$ cat src/rtl/chess_mem_pkg.sv
// chess_mem_pkg
// Shared types and constants for the move-list SDRAM writer.
//   move_t      : packed 16-bit encoded move (flags, promo, to, from)
//   HDR_OFFSET  : byte offset of the count header from the list base
//   MOVE_STRIDE : byte distance between consecutive 16-bit list words
//   state_t     : writer FSM states
package chess_mem_pkg;

  typedef struct packed {
    logic [1:0] flags;
    logic [1:0] promo;
    logic [5:0] to_sq;
    logic [5:0] from_sq;
  } move_t;

  localparam int unsigned HDR_OFFSET  = 0;
  localparam int unsigned MOVE_STRIDE = 2;

  typedef enum logic [1:0] {
    IDLE,
    FILL,
    DRAIN,
    HEADER
  } state_t;

  // The header word carries the stored move count in its low byte.
  function automatic logic [15:0] header_word(input logic [7:0] count);
    return {8'h00, count};
  endfunction

endpackage

$ cat src/rtl/move_fifo.sv
// move_fifo
// Synchronous FIFO buffering moves between the generator stream and the
// Avalon write path. Push and pop may occur in the same cycle, including
// while full (the pop frees the slot the push fills).
//   i_clk, i_reset : clock, asynchronous active-high reset (flushes FIFO)
//   i_push, i_wdata: write strobe and data
//   i_pop          : read strobe; o_rdata shows the head entry
//   o_full/o_empty : occupancy flags, combinational from o_count
//   o_count        : number of entries currently stored
module move_fifo #(
  parameter int FIFO_DEPTH = 16,
  parameter int W          = 16
) (
  input  logic                        i_clk,
  input  logic                        i_reset,
  input  logic                        i_push,
  input  logic [W-1:0]                i_wdata,
  input  logic                        i_pop,
  output logic [W-1:0]                o_rdata,
  output logic                        o_full,
  output logic                        o_empty,
  output logic [$clog2(FIFO_DEPTH):0] o_count
);

  localparam int AW = $clog2(FIFO_DEPTH);

  logic [W-1:0]  r_mem [FIFO_DEPTH];
  logic [AW-1:0] r_wptr;
  logic [AW-1:0] r_rptr;
  logic [AW:0]   r_count;
  logic          w_push;
  logic          w_pop;

  assign o_full  = (r_count == (AW+1)'(FIFO_DEPTH));
  assign o_empty = (r_count == '0);
  assign o_count = r_count;
  assign o_rdata = r_mem[r_rptr];

  // A push while full is only legal when a pop frees the head slot.
  assign w_pop  = i_pop && !o_empty;
  assign w_push = i_push && (!o_full || w_pop);

  always_ff @(posedge i_clk) begin
    if (w_push) r_mem[r_wptr] <= i_wdata;
  end

  // Pointers wrap naturally because the depth is a power of two.
  always_ff @(posedge i_clk or posedge i_reset) begin
    if (i_reset) begin
      r_wptr  <= '0;
      r_rptr  <= '0;
      r_count <= '0;
    end else begin
      if (w_push) r_wptr <= r_wptr + 1'b1;
      if (w_pop)  r_rptr <= r_rptr + 1'b1;
      case ({w_push, w_pop})
        2'b10:   r_count <= r_count + 1'b1;
        2'b01:   r_count <= r_count - 1'b1;
        default: r_count <= r_count;
      endcase
    end
  end

endmodule

$ cat src/rtl/move_list_writer.sv
// move_list_writer
// Avalon-MM write master that collects a stream of 16-bit moves through a
// FIFO and writes them as a contiguous list into SDRAM. Move i lands at
// base + 2*(i+1); the count header is written last at base, then done pulses.
// Optional build macro MOVE_WR_CHECKSUM_EN: o_checksum is the running XOR
// of every stored move; otherwise o_checksum is tied to zero.
//   i_clk, i_reset        : clock, asynchronous active-high reset
//   i_start, i_base_addr  : begin a list at the given 2-byte aligned address
//   i_mv_valid/data/last  : move stream in, o_mv_ready back-pressure
//   o_avm_*, i_avm_waitrequest : Avalon-MM write master
//   o_busy, o_done        : activity flag, completion pulse
//   o_move_count          : moves stored in current/last list
//   o_overflow            : sticky, a move beyond MAX_MOVES was dropped
//   o_checksum            : XOR of stored moves (optional)
module move_list_writer
  import chess_mem_pkg::*;
#(
  parameter int FIFO_DEPTH = 16,
  parameter int ADDR_W     = 32,
  parameter int MAX_MOVES  = 255
) (
  input  logic              i_clk,
  input  logic              i_reset,
  input  logic              i_start,
  input  logic [ADDR_W-1:0] i_base_addr,
  input  logic              i_mv_valid,
  input  logic [15:0]       i_mv_data,
  input  logic              i_mv_last,
  output logic              o_mv_ready,
  output logic [ADDR_W-1:0] o_avm_address,
  output logic              o_avm_write,
  output logic [15:0]       o_avm_writedata,
  output logic [1:0]        o_avm_byteenable,
  input  logic              i_avm_waitrequest,
  output logic              o_busy,
  output logic              o_done,
  output logic [7:0]        o_move_count,
  output logic              o_overflow,
  output logic [15:0]       o_checksum
);

  localparam int              CNT_W   = $clog2(FIFO_DEPTH) + 1;
  localparam logic [7:0]      MAX_CNT = 8'(MAX_MOVES);
  localparam logic [ADDR_W-1:0] STRIDE = ADDR_W'(MOVE_STRIDE);
  localparam logic [ADDR_W-1:0] HDR    = ADDR_W'(HDR_OFFSET);

  state_t            r_state;
  state_t            w_next;
  logic [ADDR_W-1:0] r_base;
  logic [ADDR_W-1:0] r_next_addr;
  logic [ADDR_W-1:0] r_avm_address;
  logic              r_avm_write;
  logic [15:0]       r_avm_writedata;
  logic              r_done;
  logic              r_overflow;
  logic [7:0]        r_count;
  logic              r_stg_valid;
  move_t             r_stg_data;

  logic [15:0]       w_fifo_rdata;
  logic              w_fifo_full;
  logic              w_fifo_empty;
  logic [CNT_W-1:0]  w_fifo_count;
  logic              w_start;
  logic              w_mv_ready;
  logic              w_beat;
  logic              w_push;
  logic              w_drop;
  logic              w_accept;
  logic              w_load_avm;
  logic              w_pop;

  move_fifo #(.FIFO_DEPTH(FIFO_DEPTH), .W(16)) u_fifo (
    .i_clk   (i_clk),
    .i_reset (i_reset),
    .i_push  (w_push),
    .i_wdata (i_mv_data),
    .i_pop   (w_pop),
    .o_rdata (w_fifo_rdata),
    .o_full  (w_fifo_full),
    .o_empty (w_fifo_empty),
    .o_count (w_fifo_count)
  );

  assign w_start    = (r_state == IDLE) && i_start;
  assign w_mv_ready = (r_state == FILL) && !w_fifo_full;
  assign w_beat     = i_mv_valid && w_mv_ready;
  assign w_push     = w_beat && (r_count < MAX_CNT);
  assign w_drop     = w_beat && !(r_count < MAX_CNT);
  assign w_accept   = r_avm_write && !i_avm_waitrequest;

  // A staging register sits between the FIFO head and the bus registers,
  // giving the two-edge stream-to-bus latency while still allowing a new
  // write every cycle once the pipeline is primed.
  assign w_load_avm = r_stg_valid && (!r_avm_write || w_accept);
  assign w_pop      = !w_fifo_empty && (!r_stg_valid || w_load_avm);

  always_ff @(posedge i_clk or posedge i_reset) begin
    if (i_reset) r_state <= IDLE;
    else         r_state <= w_next;
  end

  // DRAIN waits until every move word has left the FIFO, the staging
  // register and the bus, so the header is strictly the last write.
  always_comb begin
    w_next = r_state;
    case (r_state)
      IDLE:   if (i_start) w_next = FILL;
      FILL:   if (i_mv_last && (!i_mv_valid || w_mv_ready)) w_next = DRAIN;
      DRAIN:  if ((w_fifo_count == '0) && !r_stg_valid && !r_avm_write) w_next = HEADER;
      HEADER: if (w_accept) w_next = IDLE;
      default: w_next = IDLE;
    endcase
  end

  // Bus registers only change when idle or on acceptance, which keeps
  // address/data/write stable across waitrequest stalls.
  always_ff @(posedge i_clk or posedge i_reset) begin
    if (i_reset) begin
      r_base          <= '0;
      r_next_addr     <= '0;
      r_avm_address   <= '0;
      r_avm_write     <= 1'b0;
      r_avm_writedata <= '0;
      r_done          <= 1'b0;
      r_overflow      <= 1'b0;
      r_count         <= '0;
      r_stg_valid     <= 1'b0;
      r_stg_data      <= '0;
    end else begin
      r_done <= (r_state == HEADER) && w_accept;
      if (w_start) begin
        r_base      <= i_base_addr;
        r_next_addr <= i_base_addr + STRIDE;
        r_count     <= '0;
        r_overflow  <= 1'b0;
      end
      if (w_push) r_count    <= r_count + 8'd1;
      if (w_drop) r_overflow <= 1'b1;
      if (w_pop) begin
        r_stg_valid <= 1'b1;
        r_stg_data  <= move_t'(w_fifo_rdata);
      end else if (w_load_avm) begin
        r_stg_valid <= 1'b0;
      end
      if ((r_state == DRAIN) && (w_next == HEADER)) begin
        r_avm_write     <= 1'b1;
        r_avm_address   <= r_base + HDR;
        r_avm_writedata <= header_word(r_count);
      end else if (w_load_avm) begin
        r_avm_write     <= 1'b1;
        r_avm_address   <= r_next_addr;
        r_avm_writedata <= r_stg_data;
        r_next_addr     <= r_next_addr + STRIDE;
      end else if (w_accept) begin
        r_avm_write <= 1'b0;
      end
    end
  end

`ifdef MOVE_WR_CHECKSUM_EN
  logic [15:0] r_checksum;

  // Only moves actually stored contribute; dropped overflow moves do not.
  always_ff @(posedge i_clk or posedge i_reset) begin
    if (i_reset)     r_checksum <= '0;
    else if (w_start) r_checksum <= '0;
    else if (w_push)  r_checksum <= r_checksum ^ i_mv_data;
  end

  assign o_checksum = r_checksum;
`else
  assign o_checksum = 16'h0000;
`endif

  assign o_mv_ready       = w_mv_ready;
  assign o_avm_address    = r_avm_address;
  assign o_avm_write      = r_avm_write;
  assign o_avm_writedata  = r_avm_writedata;
  assign o_avm_byteenable = 2'b11;
  assign o_busy           = (r_state != IDLE);
  assign o_done           = r_done;
  assign o_move_count     = r_count;
  assign o_overflow       = r_overflow;

endmodule

$ cat config.mk
export PLATFORM = sky130hd
export DESIGN_NAME = move_list_writer
export DESIGN_NICKNAME = d
export VERILOG_FILES = /design/src/rtl/chess_mem_pkg.sv /design/src/rtl/move_fifo.sv /design/src/rtl/move_list_writer.sv
export SDC_FILE = /design/constraint.sdc
export NUM_CORES = 1
export LEC_CHECK = 0
export ABC_CLOCK_PERIOD_IN_PS = 5100
export CAP_MARGIN = 15
export CORE_ASPECT_RATIO = 1.1
export CORE_MARGIN = 2
export CORE_UTILIZATION = 35
export DETAILED_ROUTE_END_ITERATION = 7
export GPL_TIMING_DRIVEN = 0
export PLACE_DENSITY_LB_ADDON = 0.08
export SLEW_MARGIN = 0
export SYNTH_ARGS = -nofsm -noshare
export SYNTH_HDL_FRONTEND = slang
export SYNTH_SLANG_ARGS = --single-unit
$ cat constraint.sdc
create_clock -name i_clk -period 5.1 [get_ports i_clk]
set_input_delay 0.765 -clock i_clk [delete_from_list [all_inputs] [get_ports i_clk]]
set_output_delay 0.765 -clock i_clk [all_outputs]
set_load 0.005 [all_outputs]
Yosys cells after proc, flatten, opt, wreduce, memory -nomap -nowiden
Memory sizes are Yosys's and may differ from the RTL's. A register that Yosys moved wholly into a read port is not among the register bits.
Index checks and enable logic that the tools add are counted.
- equality and inequality tests: 7
- muxes and demuxes: 24
- reductions and logical operators: 35
- $lt $le $gt $ge: 1
- add/sub/neg operators: 7
- operators by type and width (operator ; number):
    32-bit two-way mux ; 5
    32-bit by 2-bit adder with 32-bit output (second input constant) ; 2
    16-bit two-way mux ; 2
    8-bit two-way mux ; 2
    1-bit logical AND ; 15
    2-bit nonzero test ; 6
    5-bit case mux with 2 select lines ; 1
    1-bit two-way mux ; 9
    4-bit by 1-bit adder with 4-bit output (second input constant) ; 2
    8-bit by 1-bit adder with 8-bit output (second input constant) ; 1
    2-bit equality test (second input constant) ; 4
    8-bit < comparator (second input constant) ; 1
    2-bit two-way mux ; 4
    2-bit case mux with 4 select lines ; 1
    1-bit zero test ; 7
    5-bit by 1-bit adder with 5-bit output (second input constant) ; 1
    5-bit equality test (second input constant) ; 1
    5-bit zero test ; 1
    5-bit by 1-bit subtractor with 5-bit output (second input constant) ; 1
    2-bit by 1-bit equality test with 1-bit output (second input constant) ; 2
    1-bit logical OR ; 4
    3-bit nonzero test ; 1
    2-bit zero test ; 1
- memories kept: 1
- register bits: 139
- word-level logic and storage cells: 88
- output and inout bits: 79
- bits in writable memories: 256
- input port bits: 54
- memory list (memory ; depth ; bits a word ; rd ports ; clocked after memory_dff ; wr ports ; RTL line ; RTL):
    u_fifo.r_mem ; 16 ; 16 ; 1 ; 1 ; 1 ; move_fifo.sv:27 ; logic [W-1:0] r_mem [FIFO_DEPTH];

Longest topological paths before layout
- depth after elaboration: 11
- gate-level depth with buffers: 13

Cells and area by module
From an unflattened synthesis, not the netlist that was laid out.
- cells, all modules: 1250
- area, all modules: 17496.8 um2
- by module, submodules not included (module ; times used ; cells each ; area each (um2)):
    move_fifo ; 1 ; 492 ; 10520.1
    move_list_writer ; 1 ; 758 ; 6976.7

Worst setup path before layout
Ideal clock, no wire load.
- path type: input -> register
- from: input i_mv_valid
- to: memory u_fifo.r_mem[0][0], enable pin
- stages: 6
- arrival: 2924 ps
- required time: 4691 ps
- setup slack: 1767 ps
- path buffers: 1
- cells stage by stage: inv_1 a211o_1 nor2_1 clkbuf_1 nand2_1 nor3_1
- cells in the longest elaborated chain, start to end: 5
- RTL lines (item ; RTL line ; RTL):
    start, declared ; move_list_writer.sv:26 ; input logic i_mv_valid,
    1-bit logical AND ; move_list_writer.sv:87 ; assign w_beat = i_mv_valid && w_mv_ready;
    1-bit logical AND ; move_list_writer.sv:88 ; assign w_push = w_beat && (r_count < MAX_CNT);
    1-bit logical AND ; move_fifo.sv:41 ; assign w_push = i_push && (!o_full || w_pop);
    1-bit two-way mux ; move_fifo.sv:44 ; if (w_push) r_mem[r_wptr] <= i_wdata;
    1-bit two-way mux (implied by the code) ; move_fifo.sv:44 ;
    end, declared ; move_fifo.sv:27 ;
No other way between the ends.

Final worst setup path
- from: input i_mv_valid
- to: memory u_fifo.r_mem[0][11], enable pin
The elaborated chain is that of the path after synthesis.

==> results.sh <==
export IMPL_hp_class="reg -> reg"
export IMPL_drt_pass1_iter_count=5
export IMPL_cellPowerDensity_nw_per_um2=531
export IMPL_area_growth_pct=22.3
export IMPL_die_area_um2=51900
export IMPL_netSwitchingPower_mw=3.65
export IMPL_synthXorXnorAreaFrac_pct=2.00
export IMPL_synthSimpleGateAreaFrac_pct=10.9
export IMPL_crit_arrival_ns=3.98
export IMPL_avgSynthCellArea_um2=14.0
export IMPL_clkSlewWorstSetupHoldPaths_ns=0.06
export IMPL_vias=11000
export IMPL_clkLatencyLatePin_ns=0.58
export IMPL_rows=86
export IMPL_fmax_mhz=271
export IMPL_gp_congestion=0.923
export IMPL_cts_num_sinks=411
export IMPL_layout_nets=1517
export IMPL_cts_buffers=47
export IMPL_clkPwrFrac_pct=29.0
export IMPL_synth_edf_count=256
export IMPL_power_total_mw=11.4
export IMPL_viasPerCell=5.13
export IMPL_mappedNetlistArea_um2=17500
export IMPL_synthCells=1254
export IMPL_port_buffers=113
export IMPL_synth_warnings=0
export IMPL_yosysTopAreaCell="edfxtp_1"
export IMPL_worst_ep_required_time_ns=5.38
export IMPL_path_max_fanout=10
export IMPL_grt_util_met3_pct=2.44
export IMPL_multi_input_area_um2=5600
export IMPL_seqPwrFrac_pct=40.4
export IMPL_r2r_slack_ns=1.56
export IMPL_grt_busiest_layer="met2"
export IMPL_io_pins=133
export IMPL_p_sw_share_pct=32.1
export IMPL_ys_async_sr_fraction_pct=37.7
export IMPL_cts_tree="yes"
export IMPL_ys_flop_type="edfxtp_1"
export IMPL_hold_viol=0
export IMPL_fin_crit_sh_pct=72.5
export IMPL_dpl_hpwl_um=33900
export IMPL_combPwrFrac_pct=30.6
export IMPL_drc_errors=0
export IMPL_post_cts_buffers=0
export IMPL_seq_area_um2=11600
export IMPL_n_antenna_cell=0
export IMPL_antenna_found_initial=0
export IMPL_slew_violations=0
export IMPL_die_h_um=239
export IMPL_ant_nets=0
export IMPL_crit_type="in -> reg"
export IMPL_h_tree_depth=2
export IMPL_grt_max_degree=119
export IMPL_fillers=4578
export IMPL_layout_drive_gt1_share_pct=15.6
export IMPL_die_w_um=217
export IMPL_grt_ovfl_total=0
export IMPL_ys_ff_latch=411
export IMPL_drt_iter0_drc=800
export IMPL_slew_headroom_pct=27.6
export IMPL_start_kind="input port"
export IMPL_max_vdd_ir_drop_mv=0.255
export IMPL_synth_top_area_share_pct=43.8
export IMPL_synth_most_common_cell="edfxtp_1"
export IMPL_grt_pass1_vias=11700
export IMPL_core_um2=49800
export IMPL_grt_util_met2_pct=33.8
export IMPL_end_kind="flip-flop"
export IMPL_synth_top_family_by_area="simple AND/OR/NAND/NOR gates"
export IMPL_synth_compound_area_share_pct=6.96
export IMPL_wirelength_um=48000
export IMPL_grt_usage_pct=19.0
export IMPL_period_needed_ns=3.70
export IMPL_yosys_top_cells_area="edfxtp_1, dfrtp_1, mux4_2"
export IMPL_rsz0062_at_grt="false"
export IMPL_yosysSeqAreaShare_pct=65.9
export IMPL_power_internal_mw=7.74
export IMPL_maxCapViolCount=0
export IMPL_finalSetupViolCount=0
export IMPL_yosys_area_share_adder_pct=0.970
export IMPL_cts_resized_gates=0
export IMPL_clockBufferDepth=3
export IMPL_worst_pin_slew_ns=1.08
export IMPL_postCtsHoldBufs=0
export IMPL_synthTopCellsByCount="edfxtp_1, nand2_1, dfrtp_1, mux4_2, clkbuf_1"
export IMPL_root_buffer="clkbuf_16"
export IMPL_initial_core_util_pct=35.2
export IMPL_p_leak_nw=7.90
export IMPL_outcome="complete, no violations"
export IMPL_synth_distinct_cells=68
export IMPL_muxShareOfSynthArea_pct=10.4
export IMPL_grt_pass1_wl_um=73600
export IMPL_skew_ns=0.0191
export IMPL_use_met1_pct=23.7
export IMPL_wl_per_cell_um=22.4
export IMPL_whs_ns=0.469
## power by group through the flow
stage                     registers (mW)  logic, mW  clock network [mW]
after detailed placement            4.66       3.55                   0
after CTS                           4.60       3.57                3.39
after floorplan                     4.53       2.21                   0
final                               4.60       3.49                3.30
after global placement              4.66       3.50                   0
after global routing                4.68       3.88                3.53
## cells by family (layout without fill, tap and decap cells)
family	count (synthesis)	count (layout)
xor gates and xnor gates	40	40
other	2	18
AOI/OAI and AO/OA	163	163
and+or+nand+nor	422	422
DFF	411	411
adders and majority gates	13	13
buffers and inverters	103	316
muxes	100	100
## final timing paths
kind	start	end	cells past startpoint
setup reg to reg	r_state[1]$_DFF_PP0_	u_fifo.r_mem[0][11]$_DFFE_PP_	7
hold reg to reg	o_avm_address[4]$_DFFE_PP0P_	o_avm_address[4]$_DFFE_PP0P_	2
max in group asynchronous	i_reset	o_avm_writedata[4]$_DFFE_PP0P_	3
min in group asynchronous	i_reset	o_avm_address[26]$_DFFE_PP0P_	2
hold / removal	o_avm_address[4]$_DFFE_PP0P_	o_avm_address[4]$_DFFE_PP0P_	2
setup / recovery	i_mv_valid	u_fifo.r_mem[0][11]$_DFFE_PP_	8
## area by class of cell
type | count | share of cell area, %
Tap cell | 660 | 3.85
Inverter | 20 | 0.385
Buffer | 83 | 1.90
Multi-Input combinational cell | 756 | 26.1
Timing Repair Buffer | 131 | 6.85
Sequential cell | 411 | 53.9
Clock inverter | 14 | 0.805
Clock buffer | 68 | 6.18
## per-stage QoR
step / worst slack [ns] / utilization [%] / setup TNS, ns / instance area, um^2 / std cells
floorplan: 0.157 / - / 0 / 17600 / 1270
CTS: 1.38 / 43.1 / 0 / 21400 / 2143
global route: 1.21 / 43.1 / 0 / 21400 / 2143
global placement: -2.57 / 39.3 / -431.32 / 19600 / 2043
detailed placement: 0.753 / 40.0 / 0 / 20000 / 2061
finish: 1.40 / 43.1 / 0 / 21400 / 2143
## sequential cells by signal, indices dropped and copies added, names as in the netlist, 2 cells and up
name / flops
o_avm_address: 32
o_avm_writedata: 16
o_move_count: 8
r_base: 32
r_next_addr: 32
r_state: 2
r_stg_data: 16
u_fifo.o_count: 5
u_fifo.r_mem: 256
u_fifo.r_rptr: 4
u_fifo.r_wptr: 4
## per-layer routing
layer  vias up  share of wire (%)
li1       5101                  -
met1      5541                 41
met2       277                 52
met3        80                3.8
met4         0                3.0
met5         -                  0
## cell usage in the layout (no fill, tap or decap), types with 17 or more instances in the layout
cell type,n
edfxtp_1,256
nand2_1,234
dfrtp_1,155
clkdlybuf4s50_1,113
mux4_2,64
clkbuf_1,58
clkbuf_16,47
nor3_1,38
a22oi_1,34
nand3_1,30
xnor2_1,30
o21ai_0,29
nor2_1,26
a221o_1,21
buf_4,20
inv_1,18
mux2_2,18
mux2i_1,18
conb_1,18
a21oi_1,17
## worst max-delay path: stages
cell	delay [ns]
clkdlybuf4s50_1	0.55
inv_1	0.09
a211o_1	0.33
nor2_1	0.49
clkbuf_1	0.46
nand2_1	0.29
nor3_2	0.73
buf_6	0.26
(Power assumes the default switching activity.)
